## src/rtl/rr_sample_arbiter.sv

```systemverilog
`default_nettype none
// ============================================================================
// Module   : rr_sample_arbiter
// Purpose  : Round-robin arbiter sharing one fixed-latency datapath among
//            four sample channels, returning per-channel results.
// Revision : 1.0 - initial release
// ============================================================================
module rr_sample_arbiter #(
    parameter int NUMBITS = 14,
    parameter int LATENCY = 3
) (
    input  logic                 clk,
    input  logic                 reset,
    input  logic                 enable,
    input  logic [3:0]           chan_mask,
    input  logic [3:0]           req_valid,
    input  logic [4*NUMBITS-1:0] req_data,
    output logic [3:0]           req_ready,
    output logic                 dp_valid,
    output logic [NUMBITS-1:0]   dp_data,
    output logic [1:0]           dp_chan,
    input  logic [NUMBITS-1:0]   res_data,
    output logic [3:0]           out_valid,
    output logic [4*NUMBITS-1:0] out_data,
    input  logic [3:0]           out_ready,
    output logic                 busy
);

    logic [1:0]           r_ptr;
    logic [3:0]           r_inflight;
    logic                 r_dp_valid;
    logic [NUMBITS-1:0]   r_dp_data;
    logic [1:0]           r_dp_chan;
    logic [LATENCY-1:0]   r_tag_v;
    logic [1:0]           r_tag_c [LATENCY];
    logic [3:0]           r_out_valid;
    logic [4*NUMBITS-1:0] r_out_data;

    logic [3:0]           w_elig;
    logic [3:0]           w_gnt;
    logic                 w_gnt_any;
    logic [1:0]           w_gnt_idx;
    logic [1:0]           w_scan;
    logic                 w_emerge_v;
    logic [1:0]           w_emerge_c;
    logic [3:0]           w_cap;

    // A channel with a result waiting or a request outstanding is never
    // eligible, which also keeps it out of the grant on its out handshake.
    always_comb begin
        w_elig    = {4{enable & ~reset}} & chan_mask & req_valid
                    & ~r_inflight & ~r_out_valid;
        w_gnt_any = 1'b0;
        w_gnt_idx = r_ptr;
        w_scan    = r_ptr;
        // Scan from farthest to nearest so the closest eligible wins.
        for (int k = 3; k >= 0; k--) begin
            w_scan = r_ptr + 2'(k);
            if (w_elig[w_scan]) begin
                w_gnt_any = 1'b1;
                w_gnt_idx = w_scan;
            end
        end
        w_gnt = w_gnt_any ? (4'b0001 << w_gnt_idx) : 4'b0000;
    end

    assign w_emerge_v = r_tag_v[LATENCY-1];
    assign w_emerge_c = r_tag_c[LATENCY-1];
    assign w_cap      = w_emerge_v ? (4'b0001 << w_emerge_c) : 4'b0000;

    always_ff @(posedge clk) begin
        if (reset) begin
            r_ptr       <= 2'd0;
            r_inflight  <= 4'd0;
            r_dp_valid  <= 1'b0;
            r_dp_data   <= '0;
            r_dp_chan   <= 2'd0;
            r_tag_v     <= '0;
            for (int j = 0; j < LATENCY; j++) begin
                r_tag_c[j] <= 2'd0;
            end
            r_out_valid <= 4'd0;
            r_out_data  <= '0;
        end else begin
            r_dp_valid <= w_gnt_any;
            if (w_gnt_any) begin
                r_dp_data <= req_data[w_gnt_idx*NUMBITS +: NUMBITS];
                r_dp_chan <= w_gnt_idx;
                r_ptr     <= w_gnt_idx + 2'd1;
            end

            // Tags follow the issued strobe so they line up with res_data.
            r_tag_v[0] <= r_dp_valid;
            r_tag_c[0] <= r_dp_chan;
            for (int j = LATENCY - 1; j > 0; j--) begin
                r_tag_v[j] <= r_tag_v[j-1];
                r_tag_c[j] <= r_tag_c[j-1];
            end

            r_inflight  <= (r_inflight | w_gnt) & ~w_cap;
            r_out_valid <= (r_out_valid & ~out_ready) | w_cap;
            if (w_emerge_v) begin
                r_out_data[w_emerge_c*NUMBITS +: NUMBITS] <= res_data;
            end
        end
    end

    assign req_ready = w_gnt;
    assign dp_valid  = r_dp_valid;
    assign dp_data   = r_dp_data;
    assign dp_chan   = r_dp_chan;
    assign out_valid = r_out_valid;
    assign out_data  = r_out_data;
    assign busy      = ~reset & ((|r_inflight) | (|r_out_valid));

endmodule
`default_nettype wire

```

## config.mk

```make
export PLATFORM = sky130hd
export DESIGN_NAME = rr_sample_arbiter
export DESIGN_NICKNAME = d
export VERILOG_FILES = /design/src/rtl/rr_sample_arbiter.sv
export SDC_FILE = /design/constraint.sdc
export NUM_CORES = 1
export LEC_CHECK = 0
export CAP_MARGIN = 10
export CELL_PAD_IN_SITES_DETAIL_PLACEMENT = 0
export CELL_PAD_IN_SITES_GLOBAL_PLACEMENT = 1
export CORE_MARGIN = 5
export CORE_UTILIZATION = 36
export CTS_BUF_LIST = sky130_fd_sc_hd__clkbuf_4
export CTS_CLUSTER_SIZE = 12
export DETAILED_ROUTE_END_ITERATION = 8
export PLACE_DENSITY = 0.92
export SLEW_MARGIN = 10
export SYNTH_ARGS = -nofsm -noshare
export SYNTH_HDL_FRONTEND = slang
export SYNTH_SLANG_ARGS = --single-unit
```

## constraint.sdc

```tcl
create_clock -name clk -period 8.4 [get_ports clk]
set_input_delay 2.1 -clock clk [delete_from_list [all_inputs] [get_ports clk]]
set_output_delay 2.1 -clock clk [all_outputs]
set_load 0.01 [all_outputs]
```

### After elaboration in Yosys (flattened, before gate mapping)

Memories as Yosys holds them, arrays and structs flattened.
Cells that the tools add are included.

* add/sub/neg operators: 5
* multiply operators: 2
* magnitude comparators: 4
* shift operators: 5
* mux-type cells: 25
* bitwise operators: 19
* reductions and logical operators: 2

Operators with widths (number)
* 56-bit bitwise mux: 1
* 14-bit by 34-bit variable shift with 56-bit output, first input constant: 1
* 14-bit by 34-bit indexed part select with 56-bit output: 1
* 56-bit by 7-bit indexed part select with 14-bit output: 1
* 6-bit negator with 34-bit output: 1
* 4-bit bitwise AND: 6
* 4-bit inverter: 4
* 2-bit two-way mux: 7
* 2-bit by 3-bit < comparator with 1-bit output, second input constant: 4
* 1-bit two-way mux: 11
* 2-bit by 3-bit multiplier with 5-bit output, second input constant: 2
* 1-bit binary-select mux with 2-bit select: 4
* 4-bit two-way mux: 2
* 4-bit OR: 2
* 4-bit OR reduction: 2
* 1-bit by 2-bit << shifter with 4-bit output, first input constant: 2
* 2-bit by 1-bit adder with 2-bit output, second input constant: 2
* 2-bit adder, second input constant: 2
* 1-bit OR: 4
* 1-bit bitwise AND: 2
* 1-bit inverter: 1

* flip-flop bits (word level): 86
* bits in writable memories: 6
* bits of input ports: 85
* output and inout port bits: 82
* logic and storage cells: 71
* memories kept: 1

Memory list
* r_tag_c: words 3, width 2, read ports 3, clocked after Yosys merged registers in 0, wr ports 3, RTL line 35 `logic [1:0] r_tag_c [LATENCY];`

### Longest topological paths before layout

* depth in word-level cells: 16
* gate-level depth with buffers: 13
* gate-level depth less buffers: 8

### Worst setup path after synthesis

OpenSTA, ideal clock, no wires.

* path kind: input to output
* start: input reset
* end: output req_ready[2]
* data arrival time: 3.564 ns
* path slack: 2.736 ns
* stages on the path: 9
* path through: buf_2 > nor2b_4 > and4_1 > buf_2 > o21a_1 > o21ai_0 > o21ai_2 > buf_2 > nor2_1

* word-level cells in the longest chain between the ends: 14

Ends and longest elaborated chain
* start: declaration: RTL line 13 `input logic reset,`
* 1-bit inverter (*): RTL line 51 `w_elig = {4{enable & ~reset}} & chan_mask & req_valid`
* 1-bit bitwise AND (*): RTL line 51
* 4-bit bitwise AND (*) (2 in series): RTL line 51
* 4-bit bitwise AND (*) (2 in series): RTL line 52 `& ~r_inflight & ~r_out_valid;`
* 1-bit binary-select mux with 2-bit select: RTL line 59 `if (w_elig[w_scan]) begin`
* 1-bit two-way mux (not written as such): RTL line 59
* 2-bit two-way mux (4 in series): RTL line 59
* 1-bit by 2-bit << shifter with 4-bit output: RTL line 64 `w_gnt = w_gnt_any ? (4'b0001 << w_gnt_idx) : 4'b0000;`
* 4-bit two-way mux (*): RTL line 64
* end: declaration: RTL line 18 `output logic [3:0] req_ready,`

Mark *: on every way between the ends. The rest lies on a longest branch, timed or not. The select of a mux whose other input is x is not followed.

### Worst setup path after layout

* start: input req_valid[0]
* end: output req_ready[0]

* word-level cells in the longest chain between the ends: 11

Ends and longest elaborated chain
* start: declaration: RTL line 16 `input logic [3:0] req_valid,`
* 4-bit bitwise AND (*): RTL line 51
* 4-bit bitwise AND (*) (2 in series): RTL line 52
* 1-bit binary-select mux with 2-bit select: RTL line 59
* 1-bit two-way mux (not written as such): RTL line 59
* 2-bit two-way mux (4 in series): RTL line 59
* 1-bit by 2-bit << shifter with 4-bit output: RTL line 64
* 4-bit two-way mux (*): RTL line 64

Marked as above.

==> metrics.cfg <==
[run_status]
outcome = finished, final reports clean

[setup_path]
cpMostUsedCell = clkdlybuf4s50_1
slowest_delay_ps = 580
criticalPathCategory = in2out
start_kind = input port
required_ps = 6300
endpoint_kind = output port
cp_slowest_cell = a311oi_2
path_cells = clkdlybuf4s50_1 > nand4bb_1 > or2_0 > a311oi_2 > nor3_1 > nor2_1 > clkdlybuf4s50_1
cp_max_fo = 7
cp_data_arrival_time_ps = 4770

[sta]
maxSlewHeadroom = 0.194
worst_pin_slew_ps = 1210
fmax_mhz = 145
hold-worst-slack_ps = 447
finalCriticalPeriod_ps = 6870
setup_viol = 0
finClkSkew_ps = 29.0
hold_viol = 0
drv_slew = 0
period_share = 0.818
grt_setup_unrepaired = no
finalSetupTns_ps = 0

[grt]
grt_use_met1 = 0.223
grt_max_degree = 53
met3_usage = 0.0829
grt_use_met2 = 0.309
grtUsageTotal = 0.187
grt_first_pass_wirelength_um = 21600
grt_pass1_vias = 4188
antenna_found_initial = 0
grt_busiest_layer = met2
overflow = 0

[synth]
synthArstFlopShare = 0
yosys_warnings = 0
ys_seq_elements = 92
synth_top_family_by_area = compound AO/OA/AOI/OAI gates
synth_fa_ha_area_frac = 0.0144
ys.flop_type = dfxtp_1
synth_compound_area_frac = 0.239
synth_nets = 548
yosysTopAreaCell = dfxtp_1
syn_inst = 458
synth_xor_area_frac = 0.00201
synth_mux_area_frac = 0.101
syn_area_per_cell_um2 = 9.51
synth.top_cell.area_share = 0.423
synth-edff-count = 0
synthDistinctLibCells = 55
synth_seq_area_share = 0.423
yosys.area_share.simple = 0.178
netlist_area_um2 = 4360
ys_top_cells_by_area = dfxtp_1, mux2i_1, a22oi_1

[pwr]
leakage_nw = 2.27
sw_frac_of_total = 0.296
power.clock.fraction = 0.281
p_sw_w = 0.000258
pwr-share-seq = 0.529
powerDensity_nw_per_um2 = 140
intPower_w = 0.000613
vdd_drop_max_mv = 0.0762
combPwrFrac = 0.190

[routing]
post-route-drc-count = 0
wl_per_cell_um = 17.8
via_per_inst = 5.58
drt_wl_total_um = 13500
vias = 4239
dr.pass1.iters = 5
drt_iter0_markers = 376
ant_nets = 0

[clock_network]
cts_hold_buf = 0
ctsResizeCount = 0
clock-sinks = 92
clockRootBuffer = clkbuf_4
cts_buffers = 9
clk_pin_slew_ps = 160
cts_buffer_depth = 2
cts_max_level = 3
clkLatencyLatePin_ps = 450
cts_tree = done
post_cts_buffers = 0

[placed_design]
portBuffers = 166
placed_cells = 743
hpwl_um = 10500
place_congestion = 0.860

[die]
initial_core_util = 0.364
coreArea_um2 = 12000
die_x_um = 120
die_h_um = 120
dieArea_um2 = 14400
ios = 167
rows = 40

[job]
drv_cap = 0

[worst_hold_path]
min_path_type = reg2reg

[finish]
diodes = 0
final_layout_size_suffix_gt1_frac = 0.0801
areaGrowthSynthToFinish_pct = 42.7
stdcell_count = 759
final_nets = 697
num-fill-cells = 1090

[through the flow]
stage                     power [W]  setup WS (ps)   util  area [um2]
after floorplan            0.000555           2740      -        4360
after global placement     0.000633           1700  0.507        6070
after detailed placement   0.000636           1580  0.507        6070
after CTS                  0.000881           1560  0.520        6220
after global routing       0.000921           1340  0.520        6220
final                      0.000871           1530  0.520        6220
[cells in the mapped netlist (all sizes together), types with 2 or more instances]
cell,count
dfxtp,92
nor2,49
nand2,39
a22oi,30
mux2i,26
a22o,22
clkbuf,19
a21oi,18
nor2b,17
buf,15
o21ai,14
nand2b,10
nand4,10
a21o,8
nor3,8
o221ai,8
mux4,7
o31ai,7
nand3,6
o211ai,6
a31oi,5
ha,5
a211oi,3
and2,3
inv,3
nand3b,3
nor3b,3
o21a,3
a311oi,2
a32oi,2
and4,2
mux2,2
[path summary, 6_finish.rpt]
kind,startpoint,to,slack (ps),depth (start not counted)
setup / recovery,req_valid[0],req_ready[0],1530,7
hold / removal,r_tag_c[0][2],r_tag_c[0][4],450,1
setup reg to reg,r_tag_c[0][4],out_data[42],4980,7
hold reg to reg,r_tag_c[0][2],r_tag_c[0][4],450,1
[layout by cell type, fill, tap and decap left out, types with 2 or more instances in the layout]
cell type	synthesis	final
a211oi_1	3	3
a21o_1	8	8
a21oi_1	18	18
a22o_1	22	22
a22oi_1	29	29
a31oi_1	5	5
a32oi_1	2	2
and2_1	2	2
and4_1	2	2
buf_4	0	6
clkbuf_4	0	9
clkdlybuf4s50_1	0	165
clkinv_8	0	2
dfxtp_1	92	92
ha_1	5	5
inv_1	3	3
inv_8	0	2
mux2_2	2	2
mux2i_1	26	26
mux4_2	7	7
nand2_1	39	39
nand2b_1	10	10
nand3_1	5	5
nand3b_1	3	3
nand4_1	10	10
nor2_1	49	49
nor2b_1	16	16
nor3_1	8	8
nor3b_1	3	3
o211ai_1	4	4
o211ai_2	2	2
o21a_1	3	3
o21ai_0	13	13
o221ai_2	7	7
o31ai_1	7	7
[critical path, delay by kind of cell]
family / cells / cell delay [ps]
AO/OA/AOI/OAI: 1 / 580
AND/OR/NAND/NOR: 4 / 1050
buffers and inverters: 2 / 1040
[sequential cells by signal (all words and copies together), names as in the netlist]
signal / count
r_inflight: 4
r_tag_c: 6
r_tag_v: 3
out_data: 56
dp_valid: 1
out_valid: 4
r_ptr: 2
dp_chan: 2
dp_data: 14
[cell families after synthesis]
kind of cell | count (synthesis)
AO/OA/AOI/OAI | 132
XOR/XNOR | 1
adder cells (fa/ha/maj) | 5
buffers and inverters | 38
flip-flops | 92
multiplexers | 35
AND/OR/NAND/NOR | 155
[routing by layer]
metal  wire [um]  up-vias  part of all wire
met5           0        -                 0
met4         176        0             0.013
met3        1520       18              0.11
met2        6370      233              0.47
met1        5460     1987              0.40
li1            -     2001                 -
[power groups by stage]
| stage | logic, W | registers [W] | clock network, W |
|---|---|---|---|
| final | 0.000166 | 0.000461 | 0.000245 |
| after global routing | 0.000180 | 0.000463 | 0.000278 |
| after CTS | 0.000167 | 0.000461 | 0.000253 |
| after detailed placement | 0.000166 | 0.000469 | 0 |
| after global placement | 0.000163 | 0.000469 | 0 |
| after floorplan | 0.0000834 | 0.000471 | 0 |
[cell type report]
cell class	instances	area (um2)	area share
multi-input cells	328	2330	0.374
flip-flops and latches	92	1840	0.296
repair buffers	172	1700	0.274
well taps	147	184	0.0296
clock inverters	7	80.1	0.0129
clock buffers	9	67.6	0.0109
inverters	4	15.0	0.00241
Power figures use the tool's default switching activity.
